--- src/rtl/memory_dreq_issue_pkg.sv ---
// Shared types for the memory-stage data-bus request path: bus structs,
// access descriptors and the request FSM state.
package memory_dreq_issue_pkg;

    typedef logic [31:0] word_t;

    typedef enum logic [1:0] {
        Msize1 = 2'd0,
        Msize2 = 2'd1,
        Msize4 = 2'd2
    } msize_t;

    typedef enum logic [2:0] {
        OpNormal = 3'd0,
        OpLwl    = 3'd1,
        OpLwr    = 3'd2,
        OpSwl    = 3'd3,
        OpSwr    = 3'd4
    } op_t;

    typedef struct packed {
        word_t  addr;
        msize_t msize;
        logic   sig;
    } memory_args_t;

    typedef struct packed {
        logic       valid;
        word_t      addr;
        msize_t     size;
        logic [3:0] strobe;
        word_t      data;
    } dbus_req_t;

    typedef struct packed {
        logic  addr_ok;
        logic  data_ok;
        word_t data;
    } dbus_resp_t;

    typedef enum logic [1:0] {
        StIdle = 2'd0,
        StReq  = 2'd1,
        StWait = 2'd2,
        StDone = 2'd3
    } mem_state_t;

    // Unaligned word ops address the containing word and never fault.
    function automatic logic is_partial_word(op_t op);
        return (op == OpLwl) || (op == OpLwr) || (op == OpSwl) || (op == OpSwr);
    endfunction

endpackage

--- src/rtl/memory_dreq_issue_if.sv ---
// Data-bus request/response bundle between the memory stage and the bus.
interface memory_dreq_issue_if;
    import memory_dreq_issue_pkg::*;

    dbus_req_t  dreq;
    dbus_resp_t dresp;

    modport master (output dreq, input dresp);
    modport slave  (input dreq, output dresp);

endinterface

--- src/rtl/memory_store_align.sv ---
// Combinational request builder: aligned address, byte strobe and lane-shifted
// store data for one memory-stage access.
module memory_store_align
    import memory_dreq_issue_pkg::*;
(
    input  logic       is_store,
    input  op_t        op,
    input  msize_t     msize,
    input  word_t      addr,
    input  word_t      store_data,
    output word_t      req_addr,
    output logic [3:0] strobe,
    output word_t      data
);

    logic [1:0] k;

    assign k        = addr[1:0];
    assign req_addr = is_partial_word(op) ? {addr[31:2], 2'b00} : addr;

    always_comb begin
        strobe = 4'b0000;
        data   = '0;
        if (is_store) begin
            if (op == OpSwl) begin
                // 8*(3-k) == {~k, 3'b000} for a 2-bit k
                data = store_data >> {~k, 3'b000};
                unique case (k)
                    2'd0: strobe = 4'b0001;
                    2'd1: strobe = 4'b0011;
                    2'd2: strobe = 4'b0111;
                    2'd3: strobe = 4'b1111;
                endcase
            end else if (op == OpSwr) begin
                data = store_data << {k, 3'b000};
                unique case (k)
                    2'd0: strobe = 4'b1111;
                    2'd1: strobe = 4'b1110;
                    2'd2: strobe = 4'b1100;
                    2'd3: strobe = 4'b1000;
                endcase
            end else begin
                unique case (msize)
                    Msize1: begin
                        strobe = 4'b0001 << k;
                        data   = {4{store_data[7:0]}};
                    end
                    Msize2: begin
                        strobe = k[1] ? 4'b1100 : 4'b0011;
                        data   = {2{store_data[15:0]}};
                    end
                    default: begin
                        strobe = 4'b1111;
                        data   = store_data;
                    end
                endcase
            end
        end
    end

endmodule

--- src/rtl/memory_dreq_issue.sv ---
// Memory-stage data-bus request controller: alignment check, registered
// request, valid/addr_ok/data_ok handshake and pipeline hold.
module memory_dreq_issue
    import memory_dreq_issue_pkg::*;
(
    input  logic                       clk,
    input  logic                       reset,
    input  logic                       in_valid,
    input  logic                       in_is_store,
    input  op_t                        in_op,
    input  memory_args_t               in_args,
    input  word_t                      in_store_data,
    input  logic                       flush,
    input  logic                       advance,
    memory_dreq_issue_if.master        dbus,
    output logic                       stall,
    output logic                       raw_valid,
    output word_t                      raw_data,
    output logic                       addr_err_load,
    output logic                       addr_err_store,
    output word_t                      bad_vaddr
);

    mem_state_t state_q, state_d;
    logic       drop_q, drop_d;
    logic       is_store_q, is_store_d;
    dbus_req_t  dreq_q, dreq_d;
    word_t      raw_data_q, raw_data_d;

    word_t      al_addr;
    logic [3:0] al_strobe;
    word_t      al_data;
    logic       misaligned;
    logic       accept;
    logic       kill;
    logic       unused_sig;

    memory_store_align u_align (
        .is_store   (in_is_store),
        .op         (in_op),
        .msize      (in_args.msize),
        .addr       (in_args.addr),
        .store_data (in_store_data),
        .req_addr   (al_addr),
        .strobe     (al_strobe),
        .data       (al_data)
    );

    assign unused_sig = in_args.sig;

    assign misaligned = ((in_args.msize == Msize2) && in_args.addr[0]) ||
                        ((in_args.msize == Msize4) && (in_args.addr[1:0] != 2'b00) &&
                         !is_partial_word(in_op));
    assign accept     = in_valid && !flush && !misaligned;
    assign kill       = drop_q || flush;

    assign stall          = accept && (state_q != StDone);
    assign addr_err_load  = in_valid && !in_is_store && misaligned;
    assign addr_err_store = in_valid && in_is_store && misaligned;
    assign bad_vaddr      = in_args.addr;
    assign raw_valid      = (state_q == StDone);
    assign raw_data       = raw_data_q;
    assign dbus.dreq      = dreq_q;

    always_comb begin
        state_d    = state_q;
        drop_d     = drop_q;
        is_store_d = is_store_q;
        dreq_d     = dreq_q;
        raw_data_d = raw_data_q;
        unique case (state_q)
            StIdle: begin
                drop_d = 1'b0;
                if (accept) begin
                    dreq_d.valid  = 1'b1;
                    dreq_d.addr   = al_addr;
                    dreq_d.size   = in_args.msize;
                    dreq_d.strobe = al_strobe;
                    dreq_d.data   = al_data;
                    is_store_d    = in_is_store;
                    state_d       = StReq;
                end
            end
            StReq: begin
                // A flushed request stays on the bus until accepted; only its result is dropped.
                if (flush) drop_d = 1'b1;
                if (dbus.dresp.addr_ok) begin
                    dreq_d.valid = 1'b0;
                    if (dbus.dresp.data_ok) begin
                        if (kill) begin
                            state_d = StIdle;
                            drop_d  = 1'b0;
                        end else begin
                            state_d    = StDone;
                            raw_data_d = is_store_q ? '0 : dbus.dresp.data;
                        end
                    end else begin
                        state_d = StWait;
                    end
                end
            end
            StWait: begin
                if (flush) drop_d = 1'b1;
                if (dbus.dresp.data_ok) begin
                    if (kill) begin
                        state_d = StIdle;
                        drop_d  = 1'b0;
                    end else begin
                        state_d    = StDone;
                        raw_data_d = is_store_q ? '0 : dbus.dresp.data;
                    end
                end
            end
            StDone: begin
                if (advance || flush) state_d = StIdle;
            end
            default: state_d = StIdle;
        endcase
    end

    always_ff @(posedge clk) begin
        if (reset) begin
            state_q    <= StIdle;
            drop_q     <= 1'b0;
            is_store_q <= 1'b0;
            dreq_q     <= '0;
            raw_data_q <= '0;
        end else begin
            state_q    <= state_d;
            drop_q     <= drop_d;
            is_store_q <= is_store_d;
            dreq_q     <= dreq_d;
            raw_data_q <= raw_data_d;
        end
    end

endmodule

--- src/flat_wrapper.sv ---
// flat-port wrapper written by rule: the top's interface ports become plain ports
module memory_dreq_issue_flat import memory_dreq_issue_pkg::*;
  (clk, reset, in_valid, in_is_store, in_op, in_args, in_store_data, flush, advance, stall, raw_valid, raw_data, addr_err_load, addr_err_store, bad_vaddr, dbus_dreq, dbus_dresp);
  memory_dreq_issue_if dbus_i ();
  input  logic clk;
  input  logic reset;
  input  logic in_valid;
  input  logic in_is_store;
  input  op_t in_op;
  input  memory_args_t in_args;
  input  word_t in_store_data;
  input  logic flush;
  input  logic advance;
  output logic stall;
  output logic raw_valid;
  output word_t raw_data;
  output logic addr_err_load;
  output logic addr_err_store;
  output word_t bad_vaddr;
  output wire logic [$bits(dbus_i.dreq)-1:0] dbus_dreq;
  input wire logic [$bits(dbus_i.dresp)-1:0] dbus_dresp;
  assign dbus_dreq = dbus_i.dreq;
  assign dbus_i.dresp = dbus_dresp;
  memory_dreq_issue u_core (.clk(clk), .reset(reset), .in_valid(in_valid), .in_is_store(in_is_store), .in_op(in_op), .in_args(in_args), .in_store_data(in_store_data), .flush(flush), .advance(advance), .dbus(dbus_i), .stall(stall), .raw_valid(raw_valid), .raw_data(raw_data), .addr_err_load(addr_err_load), .addr_err_store(addr_err_store), .bad_vaddr(bad_vaddr));
endmodule
--- config.mk ---
export PLATFORM = sky130hd
export DESIGN_NAME = memory_dreq_issue_flat
export DESIGN_NICKNAME = d
export VERILOG_FILES = /design/src/rtl/memory_dreq_issue_pkg.sv /design/src/rtl/memory_dreq_issue_if.sv /design/src/rtl/memory_store_align.sv /design/src/rtl/memory_dreq_issue.sv /design/src/flat_wrapper.sv
export SDC_FILE = /design/constraint.sdc
export NUM_CORES = 1
export LEC_CHECK = 0
export CAP_MARGIN = 20
export CELL_PAD_IN_SITES_DETAIL_PLACEMENT = 1
export CELL_PAD_IN_SITES_GLOBAL_PLACEMENT = 2
export CORE_MARGIN = 2
export CORE_UTILIZATION = 29
export CTS_CLUSTER_DIAMETER = 200
export DETAILED_ROUTE_END_ITERATION = 7
export GPL_TIMING_DRIVEN = 0
export PLACE_DENSITY = 0.9
export SYNTH_ARGS = -nofsm -noshare
export SYNTH_HDL_FRONTEND = slang
export SYNTH_HIERARCHICAL = 1
export SYNTH_SLANG_ARGS = --single-unit
--- constraint.sdc ---
create_clock -name clk -period 4.25 [get_ports clk]
set_input_delay 0.85 -clock clk [delete_from_list [all_inputs] [get_ports clk]]
set_output_delay 0.85 -clock clk [all_outputs]
set_load 0.03 [all_outputs]
Word level (Yosys, flattened, before mapping)
Index checks and enable logic that the tools add are counted.
Word-level totals
  word-level logic and storage cells: 93
  register bits: 107
  input port bits: 110
  output and inout port bits: 139
Cells by class
  reductions and logical operators: 31
  equal/unequal tests: 17
  muxes and demuxes: 32
  bitwise gates (word level): 1
  shifts and indexed selects: 3
Operator list (number)
  32-bit two-way mux: 7
  32-bit one-hot mux with 2 select lines: 2
  71-bit two-way mux: 1
  4-bit one-hot mux with 4 select lines: 2
  32-bit by 5-bit left shift with 32-bit output: 1
  32-bit by 5-bit right shift with 32-bit output: 1
  4-bit two-way mux: 4
  2-bit two-way mux: 7
  2-bit == test (second input constant): 5
  1-bit logical AND: 10
  2-bit one-hot mux with 4 select lines: 1
  4-bit one-hot mux with 2 select lines: 1
  2-bit by 1-bit == test with 1-bit output (second input constant): 3
  3-bit by 2-bit == test with 1-bit output (second input constant): 2
  2-bit zero test: 3
  1-bit logical OR: 6
  2-bit != test (second input constant): 3
  2-bit nonzero test: 3
  1-bit two-way mux: 5
  1-bit zero test: 4
  2-bit by 1-bit != test with 1-bit output (second input constant): 2
  2-bit AND reduction: 2
  4-bit AND reduction: 1
  1-bit by 2-bit left shift with 4-bit output (first input constant): 1
  7 further kinds: 7

Longest topological paths before layout
Gate-level depths: netlist of the first run.
  word-level depth: 11
  depth in mapped cells: 8
  depth with buffers taken out: 6

By module
Netlist of the first run, hierarchy kept.
Modules (own cells, without submodules)
  memory_dreq_issue: cells an instance 538, instances 1, area an instance 5162.5 um^2, sequential area each 2142.1 um^2
  memory_store_align: cells an instance 242, instances 1, area an instance 2143.3 um^2, sequential area each 0.0 um^2

Least setup slack after synthesis of the first run
Ideal clock, no wire load.
  path kind: in2out
  start: input port in_op[1]
  end: output port stall
  required time: 3.400 ns
  buffers on the path: 0
  stages on the path: 3
  setup slack: 1.390 ns
  data arrival time: 2.010 ns
  cell sequence: o21a_1 -> o221a_4 -> nor3_1
Between the ends
  longest elaborated chain between the ends: 10
  elaborated cells on any way between the ends: 13
  those cells by class: eq/ne (4); reduce/logical (9)
RTL lines
  start, declared: line flat_wrapper.sv:9  | input op_t in_op;
  3-bit by 1-bit == test with 1-bit output / 3-bit by 2-bit == test with 1-bit output (equally long branches): line memory_dreq_issue_pkg.sv:50  | return (op == OpLwl) || (op == OpLwr) || (op == OpSwl) || (op == OpSwr);
  1-bit logical OR (2 in a row): line memory_dreq_issue_pkg.sv:50
  1-bit logical OR *: line memory_dreq_issue_pkg.sv:50
  1-bit zero test *: line memory_dreq_issue.sv:53  | !is_partial_word(in_op));
  1-bit logical AND *: line memory_dreq_issue.sv:52  | ((in_args.msize == Msize4) && (in_args.addr[1:0] != 2'b00) &&
  1-bit logical OR *: line memory_dreq_issue.sv:51  | assign misaligned = ((in_args.msize == Msize2) && in_args.addr[0]) ||
  1-bit zero test *: line memory_dreq_issue.sv:54  | assign accept = in_valid && !flush && !misaligned;
  1-bit logical AND *: line memory_dreq_issue.sv:54
  1-bit logical AND *: line memory_dreq_issue.sv:57  | assign stall = accept && (state_q != StDone);
  end, declared: line flat_wrapper.sv:14  | output logic stall;
Every way passes the cells marked *; elsewhere a longest branch is shown, timed or not.

Worst setup path in the final report of the first run
  start: input port in_op[1]
  end: output port addr_err_load
Between the ends
  longest elaborated chain between the ends: 8
  elaborated cells on any way between the ends: 11
  those cells by class: eq/ne (4); reduce/logical (7)
RTL lines
  3-bit by 1-bit == test with 1-bit output / 3-bit by 2-bit == test with 1-bit output (equally long branches): line memory_dreq_issue_pkg.sv:50
  1-bit logical OR (2 in a row): line memory_dreq_issue_pkg.sv:50
  1-bit logical OR *: line memory_dreq_issue_pkg.sv:50
  1-bit zero test *: line memory_dreq_issue.sv:53
  1-bit logical AND *: line memory_dreq_issue.sv:52
  1-bit logical OR *: line memory_dreq_issue.sv:51
  1-bit logical AND *: line memory_dreq_issue.sv:58  | assign addr_err_load = in_valid && !in_is_store && misaligned;
  end, declared: line flat_wrapper.sv:17  | output logic addr_err_load;
Marked as above.

==> metrics.txt, run 1 <==
met2 usage in global routing=0.2924; largest family of logic cells by synthesized area=simple AND/OR/NAND/NOR gates; Most Crowded Layer GR=met2; Clock Tree Root=clkbuf_16; FP Rows=58; share of cells above drive strength 1=0.1640; clk slew on worst S/H paths=0.09 ns; WL per Instance=18.92 um; global-route wire length before repair=38.55 mm; IO Count=249; clk sinks=107; Final Cell Area=0.01020 mm^2; met3 Track Usage GR=0.05602; Synth Area in Simple Gates=0.2185; gr ovfl total=0; largest net degree at the start of global routing=23; Synth Area per Inst=9.366 um^2; non-filler instance count after layout=1342; Comb pwr share=0.313; RR Endpoint=u_core/state_q[1]$_SDFFE_PP0P_; post-CTS setup repair buffer count=0; initial drt markers=491; FF-to-FF path depth=6; Diodes inserted=0; Final Cycle Share=0.9213; Adder-Cell Fraction of Synth Area=0.01028; CP max stage delay=0.73 ns; P_leak=3.596 nW; Max Transition Viols Final=0; Core ar.=0.02496 mm^2; number of enable flip-flop cells after synthesis=0; RePlAce Congestion=0.8914; crit-path max FO=8; cell with the most instances after synthesis=nand2b_1; Post-Synth XOR/XNOR Area=0.001199; cells along the critical path=clkdlybuf4s50_1, nor3_1, o221ai_1, nand2_1, and3b_1, clkdlybuf4s50_1; Psw=0.9542 mW; Yosys cell types=61; Worst R2R Start=u_core/state_q[1]$_SDFFE_PP0P_; most common cell type on the critical path=clkdlybuf4s50_1; share of the synthesized area in the top cell type=0.2932; Pint=1.904 mW; final setup fails=0; Placed Instances=1326; Peak Freq=255.4 MHz; crit path DAT=3.07 ns; via count=6705; P per Cell Area=280.3 mW/mm^2; Buf+Inv Stages, Crit Path=2; clock power share=0.309; flop-to-flop setup slack=2.37 ns; dominant cell type by area after synthesis=dfxtp_1; Port Buffers=216; cell count after synthesis=780; final core occ=0.4086; total power=2.859 mW; DIE AREA=0.02648 mm^2; Reg power frac=0.379; CP required=3.40 ns; Worst setup SP type=input pin; Worst Max-Slew Pin Slew=0.6500 ns; Hold WS=0.4582 ns; post-synthesis sequential area ratio=0.2932; clk buf depth=2; # H-tree levels=3; nets=1123; switching portion of total power=0.3338; CTS resizes=0; RSZ-0062 raised after global routing=false; dpl cell area=0.009881 mm^2; vias in the first global route=6847; die width=162.7 um; initial antenna violation count=0; Final Worst Setup Slack=0.3346 ns; DRT Pass-1 Iters=5; Critical Path Sink Type=output pin; Clock Skews=0.005850 ns; post-synthesis mux area share=0.2047; FF+latch count, synth=107; Compound-Gate Fraction of Synth Area=0.1416; drt drc=0; Tmin final=3.915 ns; Die H=162.7 um; post-route ant nets=0; met1 usage=0.2460; Hold Fails Final Rpt=0; top cells by count, synth=nand2b_1, dfxtp_1, mux2i_1, buf_4, a21oi_1; GRT Overall Usage=0.1866; drt via density=4.996; Worst path top cell family by delay=buffers and inverters; hold path endpoint=u_core/raw_data[29]$_SDFFE_PP0P_; worst hold-check path type=reg2reg; syn nets=896; Fill cells=2904; CP Depth=6; ys flop type=dfxtp_1; Worst-Skew Late Latency=0.36 ns; Initial Util=0.2927; Async SR Flop Fraction=0; DP HPWL=18.85 mm; drt total wl=25.39 mm; Place WS=0.2854 ns; Setup CP Type=in2out; Slowest-stage cell, CP=clkdlybuf4s50_1; synth top area cells=dfxtp_1, mux2i_1, nand2b_1; status=complete, no violations; total negative setup slack=0 ns; Synth Warn #=6; max-cap violations=0; Post-Syn Area=0.007306 mm^2; CTS tree=yes; Peak supply drop=209.2 uV; Worst Hold Depth=2; Area growth syn-to-layout=39.61%; hold_sp=u_core/raw_data[29]$_SDFFE_PP0P_; hold buffer count at cts=0; CTS Buf Count=9; Max-slew headroom=0.5555
-- flip-flops by register name (all words and copies together), names as in the netlist --
signal	count
u_core/dbus.dreq	71
u_core/drop_q	1
u_core/is_store_q	1
u_core/raw_data	32
u_core/state_q	2
-- final cells by class --
class                   instances  area [um^2]  area share
multi-input cells             540         4210      0.4128
repair buffers                216         2162      0.2120
flip-flops and latches        107         2142      0.2100
plain buffers                 127        930.9     0.09127
well taps                     330        412.9     0.04048
clock buffers                   9        225.2     0.02208
clock inverters                 7        93.84    0.009200
inverters                       6        22.52    0.002208
-- cells in the final DEF (no fill, tap or decap), types with 9 or more instances in the layout --
cell type / instances
mux2i_1: 95
dfxtp_1: 107
mux2_2: 31
buf_2: 13
buf_6: 9
a2111oi_0: 14
clkbuf_16: 9
o211ai_1: 10
nand2b_1: 139
clkbuf_1: 28
nand2_1: 39
nor2b_1: 12
nand3b_1: 34
a221oi_1: 16
a211oi_1: 9
a21oi_1: 53
clkdlybuf4s50_1: 216
buf_4: 68
-- worst max path at each step --
stage          startpoint            end  slack [ns]
6_report         in_op[1]  addr_err_load        0.33
3_3_place_gp     in_op[1]  addr_err_load        0.35
4_1_cts          in_op[1]  addr_err_load        0.29
5_1_grt          in_op[1]  addr_err_load        0.12
2_1_floorplan    in_op[1]          stall        1.39
3_5_place_dp     in_op[1]  addr_err_load        0.29
-- logic make-up after synthesis --
kind of cell | Yosys count
multiplexers | 135
adder cells (fa/ha/maj) | 6
XOR/XNOR | 1
buffers and inverters | 133
AO/OA/AOI/OAI | 139
flip-flops | 107
AND/OR/NAND/NOR | 259
-- worst register-to-register path, cell delays in order (launching register included) --
cell	delay (ns)
dfxtp_1	0.40
inv_1	0.12
ha_1	0.27
nor2b_1	0.17
nor4_1	0.34
a31o_2	0.19
mux2_4	0.29
-- power groups by stage --
stage	Sequential, mW	Combinational (mW)	Clock [mW]
2_1_floorplan	1.20	0.457	0
3_3_place_gp	1.11	0.883	0
3_5_place_dp	1.11	0.894	0
4_1_cts	1.08	0.898	0.931
5_1_grt	1.09	0.950	0.962
6_report	1.08	0.894	0.882
-- metal layers --
layer	vias up	share of wire
met4	0	0.023
met5	-	0
li1	3176	-
met2	315	0.45
met3	37	0.090
met1	3177	0.43
Power figures use the tool's default switching activity.
==> run 2, diff against run 1 <==
--- a/config.mk
+++ b/config.mk
@@ -12,7 +12,7 @@
 export CORE_UTILIZATION = 29
 export CTS_CLUSTER_DIAMETER = 200
 export DETAILED_ROUTE_END_ITERATION = 7
-export GPL_TIMING_DRIVEN = 0
+export MAX_ROUTING_LAYER = met4
 export PLACE_DENSITY = 0.9
 export SYNTH_ARGS = -nofsm -noshare
 export SYNTH_HDL_FRONTEND = slang
==> run 2 against run 1 <==
Net effect: sequential power barely moved; combinational power is 6.9% lower; clock power grew 0.7%; clock skew increased by 0.0060 ns; global-route usage decreased by 1.1 points; sequential share of layout area grew 0.96 points; die area is the same; worst setup slack improved by 0.46 ns; hold slack got worse by 0.00099 ns; via count is 5.0% lower; critical path depth stayed put; total power fell by 1.9%; critical path type unchanged; highest routed layer unchanged.
==> metrics.txt, run 2 (synthesis gave the netlist of run 1 again) <==
Peak supply drop=142.8 uV (-32%); GRT Overall Usage=0.1755 (-0.01110); clk slew on worst S/H paths=0.09 ns (about the same); CP required=3.40 ns (about the same); CP max stage delay=0.58 ns (-0.15 ns); crit path DAT=2.60 ns (-0.47 ns); via count=6368 (-5.0%); RR Endpoint=u_core/dbus.dreq[13]$_SDFFE_PP0P_; post-CTS setup repair buffer count=0 (unchanged); initial antenna violation count=1 (+1); FF-to-FF path depth=6 (unchanged); global-route wire length before repair=35.57 mm (-7.7%); largest net degree at the start of global routing=131 (+470%); Slowest-stage cell, CP=clkdlybuf4s50_1; Worst R2R Start=u_core/state_q[0]$_SDFFE_PP0P_; WL per Instance=18.30 um (-3.3%); vias in the first global route=6437 (-6.0%); Final Cycle Share=0.8121 (-0.1092); die width=162.7 um (unchanged); DIE AREA=0.02648 mm^2 (unchanged); Initial Util=0.2927 (unchanged); RSZ-0062 raised after global routing=false; FP Rows=58 (unchanged); Max-slew headroom=0.2846 (-0.2708); Max Transition Viols Final=0 (unchanged); Worst path top cell family by delay=simple AND/OR/NAND/NOR gates; Area growth syn-to-layout=33.52%; Hold WS=0.4572 ns (-0.0009860 ns); share of cells above drive strength 1=0.09936 (-0.06467); clk buf depth=2 (unchanged); P per Cell Area=287.6 mW/mm^2 (+2.6%); Peak Freq=289.7 MHz (+13%); most frequent cells in the layout=clkdlybuf4s50_1, nand2b_1, dfxtp_1, mux2i_1, a21oi_1; initial drt markers=463 (-5.7%); hold buffer count at cts=0 (unchanged); Worst-Skew Late Latency=0.36 ns (about the same); Worst Hold Depth=2 (unchanged); Fill cells=2854 (-1.7%); Core ar.=0.02496 mm^2 (unchanged); gr ovfl total=0 (unchanged); # H-tree levels=3 (unchanged); DP HPWL=16.16 mm (-14%); nets=1047 (-6.8%); CTS resizes=0 (unchanged); crit-path max FO=8 (unchanged); IO Count=249 (unchanged); drt total wl=23.19 mm (-8.7%); drt via density=5.026 (+0.60%); Hold Fails Final Rpt=0 (unchanged); total negative setup slack=0 ns (unchanged); post-route ant nets=0 (unchanged); Buf+Inv Stages, Crit Path=2 (unchanged); Die H=162.7 um (unchanged); RePlAce Congestion=0.8148 (-8.6%); Tmin final=3.451 ns (-0.4641 ns); flop-to-flop setup slack=2.08 ns (-0.29 ns); Worst setup SP type=input pin; final setup fails=0 (unchanged); Setup CP Type=in2out; commonest non-fill, non-tap cell in the layout=clkdlybuf4s50_1; drt drc=0 (unchanged); CTS tree=yes; status=complete, no violations; Clock Skews=0.01188 ns (+0.006031 ns); Port Buffers=247 (+14%); hold_sp=u_core/raw_data[25]$_SDFFE_PP0P_; max reg flops=71 (unchanged); worst hold-check path type=reg2reg; Clock Tree Root=clkbuf_16; CTS Buf Count=9 (unchanged); P_leak=3.298 nW (-8.3%); cells along the critical path=clkdlybuf4s50_1, nor3_1, o221ai_1, nand2_1, and3b_1, buf_12; DRT Pass-1 Iters=5 (unchanged); Worst Max-Slew Pin Slew=1.073 ns (+0.4231 ns); max-cap violations=0 (unchanged); clk sinks=107 (unchanged); hold path endpoint=u_core/raw_data[25]$_SDFFE_PP0P_; Critical Path Sink Type=output pin
[run 2: where the power goes]
part	total (mW)	switching, mW	leakage, nW	internal [mW]
Sequential	1.09	0.0325	0.868	1.05
Clock	0.888	0.461	0.153	0.426
Combinational	0.832	0.443	2.28	0.389
[run 2: layer usage]
layer / share of wire / vias up / global-route usage
met3: 0.068 / 26 / 0.03794
met5: 0 / - / -
met1: 0.45 / 3079 / 0.2170
li1: - / 3030 / -
met2: 0.47 / 233 / 0.2897
met4: 0.017 / 0 / 0.04787
[run 2: per-stage QoR]
step	utilization	total power [mW]	setup WS [ns]	cells	instance area [um^2]
3_5_place_dp	0.3779	1.944	0.7709	1250	9433
4_1_cts	0.3906	2.863	0.7623	1266	9752
3_3_place_gp	0.3779	1.932	0.8360	1250	9433
6_report	0.3907	2.805	0.7987	1267	9754
5_1_grt	0.3907	2.953	0.6646	1267	9754
2_1_floorplan	-	1.653	1.390	780	7306
[run 2: cell type report]
type,count,area [um^2],area share
repair buffers,267,2645,0.2712
clock buffers,9,225.2,0.02309
well taps,330,412.9,0.04233
clock inverters,7,93.84,0.009620
inverters,6,22.52,0.002309
flip-flops and latches,107,2142,0.2196
diodes,1,2.502,0.0002565
multi-input cells,540,4210,0.4316
[run 2: worst max path at each step]
stage / start / end / slack, ns / cells after the start
6_report: in_op[1] / addr_err_load / 0.80 / 6
5_1_grt: in_op[1] / addr_err_load / 0.66 / 6
3_3_place_gp: in_op[1] / addr_err_load / 0.84 / 6
3_5_place_dp: in_op[1] / addr_err_load / 0.77 / 6
2_1_floorplan: in_op[1] / stall / 1.39 / 3
4_1_cts: in_op[1] / addr_err_load / 0.76 / 6
[run 2: worst min-delay path: cells and delay by family (launching register included)]
kind             cells  cell delay, ns
flip-flops           1            0.32
AND/OR/NAND/NOR      1            0.05
AO/OA/AOI/OAI        1            0.05
==> run 3, diff against run 2 <==
--- a/config.mk
+++ b/config.mk
@@ -9,11 +9,11 @@
 export CELL_PAD_IN_SITES_DETAIL_PLACEMENT = 1
 export CELL_PAD_IN_SITES_GLOBAL_PLACEMENT = 2
 export CORE_MARGIN = 2
-export CORE_UTILIZATION = 29
+export CORE_UTILIZATION = 27
 export CTS_CLUSTER_DIAMETER = 200
 export DETAILED_ROUTE_END_ITERATION = 7
 export MAX_ROUTING_LAYER = met4
-export PLACE_DENSITY = 0.9
+export PLACE_DENSITY = 0.85
 export SYNTH_ARGS = -nofsm -noshare
 export SYNTH_HDL_FRONTEND = slang
 export SYNTH_HIERARCHICAL = 1
==> constraint.sdc (replaced) <==
create_clock -name clk -period 3.28 [get_ports clk]
set_input_delay 0.656 -clock clk [delete_from_list [all_inputs] [get_ports clk]]
set_output_delay 0.656 -clock clk [all_outputs]
set_load 0.03 [all_outputs]
==> run 3 against run 2 <==
Net effect: non-clock buffer count grew 10; die area increased by 7.2%; core utilization fell by 2.2 points; sequential share of layout area is 0.23 points lower; largest power group unchanged.
==> metrics.txt, run 3 (synthesis gave the netlist of run 1 again) <==
status=complete, no violations; DP HPWL=16.69 mm (+3.3%); flop-to-flop setup slack=1.38 ns (-0.70 ns); total power=3.648 mW (+30%); RePlAce Congestion=0.8161 (+0.16%); Worst setup SP type=input pin; post-CTS setup repair buffer count=0 (unchanged); Tmin final=3.076 ns; share of cells above drive strength 1=0.1099 (+0.01058); IO Count=249 (unchanged); Core ar.=0.02673 mm^2 (+7.1%); clk buf depth=2 (unchanged); Max-slew headroom=0.3746 (+0.08996); CP required=2.62 ns (-0.78 ns); crit-path max FO=8 (unchanged); Clock Skews=0.01122 ns (-0.0006572 ns); routed length on met1=10.56 mm (+2.2%); initial drt markers=292 (-37%); CTS resizes=0 (unchanged); Port Buffers=247 (unchanged); CTS Buf Count=9 (unchanged); P_leak=3.353 nW (+1.7%); Diodes inserted=0 (-1); post-route ant nets=0 (unchanged); cells along the critical path=clkdlybuf4s50_1, o21a_1, o221ai_1, nand2_1, and3b_1, buf_12; GRT Overall Usage=0.1693 (-0.006212); DR WL met3=1.715 mm (+8.2%); # H-tree levels=3 (unchanged); Hold Fails Final Rpt=0 (unchanged); crit path DAT=2.42 ns (-0.18 ns); DRT Pass-1 Iters=4 (-1); Initial Util=0.2734 (-0.01929); clk slew on worst S/H paths=0.09 ns (about the same); via count=6296 (-1.1%); commonest non-fill, non-tap cell in the layout=clkdlybuf4s50_1; vias in the first global route=6429 (-0.12%); Peak supply drop=219.1 uV (+53%); gr ovfl total=0 (unchanged); Slowest-stage cell, CP=clkdlybuf4s50_1; Max Transition Viols Final=0 (unchanged); drt total wl=23.77 mm (+2.5%); clk sinks=107 (unchanged); initial antenna violation count=0 (-1); final setup fails=0 (unchanged); Final Cycle Share=0.9378; nets=1057 (+0.96%); Peak Freq=325.1 MHz; worst hold-check path type=reg2reg; RSZ-0062 raised after global routing=false; CP max stage delay=0.57 ns (about the same); DR WL met2=11.31 mm (+4.2%); drt drc=0 (unchanged); Critical Path Sink Type=output pin; most frequent cells in the layout=clkdlybuf4s50_1, nand2b_1, dfxtp_1, mux2i_1, a21oi_1; P per Cell Area=370.0 mW/mm^2 (+29%); FF-to-FF path depth=6 (unchanged); Worst path top cell family by delay=buffers and inverters; Setup CP Type=in2out; max-cap violations=0 (unchanged); Die H=168.5 um (+3.5%); dpl cell area=0.009557 mm^2 (+1.3%); max layer used=met4; drt via density=4.892 (-2.7%); global-route wire length before repair=36.89 mm (+3.7%); Clock Tree Root=clkbuf_16; CP Depth=6 (unchanged); die width=168.5 um (+3.5%); WL per Instance=18.47 um (+0.93%); DIE AREA=0.02839 mm^2 (+7.2%); total negative setup slack=0 ns (unchanged); Final Cell Area=0.009859 mm^2 (+1.1%); Worst Hold Depth=2 (unchanged); Worst Max-Slew Pin Slew=0.9368 ns (-0.1362 ns); Hold WS=0.4558 ns (-0.001377 ns); FP Rows=60 (+3.4%); max reg flops=71 (unchanged); hold buffer count at cts=0 (unchanged); largest net degree at the start of global routing=94 (-28%); Worst-Skew Late Latency=0.37 ns (about the same); Area growth syn-to-layout=34.95%; Buf+Inv Stages, Crit Path=2 (unchanged); CTS tree=yes
-- run 3: cell types whose count changed in the layout (fill, tap and decap cells not counted) --
cell	delta
buf_12	+3
buf_4	+8
clkdlybuf4s50_1	-1
clkinv_8	-2
clkinvlp_4	+1
diode_2	-1
inv_6	+1
-- run 3: power by group --
group          switching [mW]  internal [mW]  total [mW]
Sequential             0.0427           1.36        1.41
Combinational           0.578          0.516        1.09
Clock                   0.603          0.543        1.15
-- run 3: cell type report --
class                      count  area, um^2
fill                        3019       16870
multi-input combinational    540        4210
timing repair buffer         277        2755
sequential                   107        2142
tap                          341       426.7
clock buffer                   9       225.2
clock inverter                 7       77.57
inverter                       6       22.52
-- run 3: worst paths after layout --
check / start / end
hold reg to reg: u_core/raw_data[18]$_SDFFE_PP0P_ / u_core/raw_data[18]$_SDFFE_PP0P_
setup / recovery: in_op[1] / addr_err_load
setup reg to reg: u_core/state_q[1]$_SDFFE_PP0P_ / u_core/state_q[1]$_SDFFE_PP0P_
hold / removal: u_core/raw_data[18]$_SDFFE_PP0P_ / u_core/raw_data[18]$_SDFFE_PP0P_
-- run 3: tightest hold or removal path: cells and delay by family, from the launching register on --
family / cells / cell delay, ns
compound gates: 1 / 0.05
simple gates: 1 / 0.05
flops: 1 / 0.32
-- run 3: stage by stage --
step	util	cells	setup WS, ns
2_1_floorplan	-	780	0.8084
3_3_place_gp	0.3576	1271	0.2063
3_5_place_dp	0.3576	1271	0.2001
4_1_cts	0.3689	1287	0.1836
5_1_grt	0.3689	1287	0.07046
6_report	0.3689	1287	0.2039
-- run 3: layer usage --
metal,vias up,global-route usage
li1,3044,-
met1,3021,0.2078
met2,218,0.2797
met3,13,0.04957
met4,0,0.02999
met5,-,-
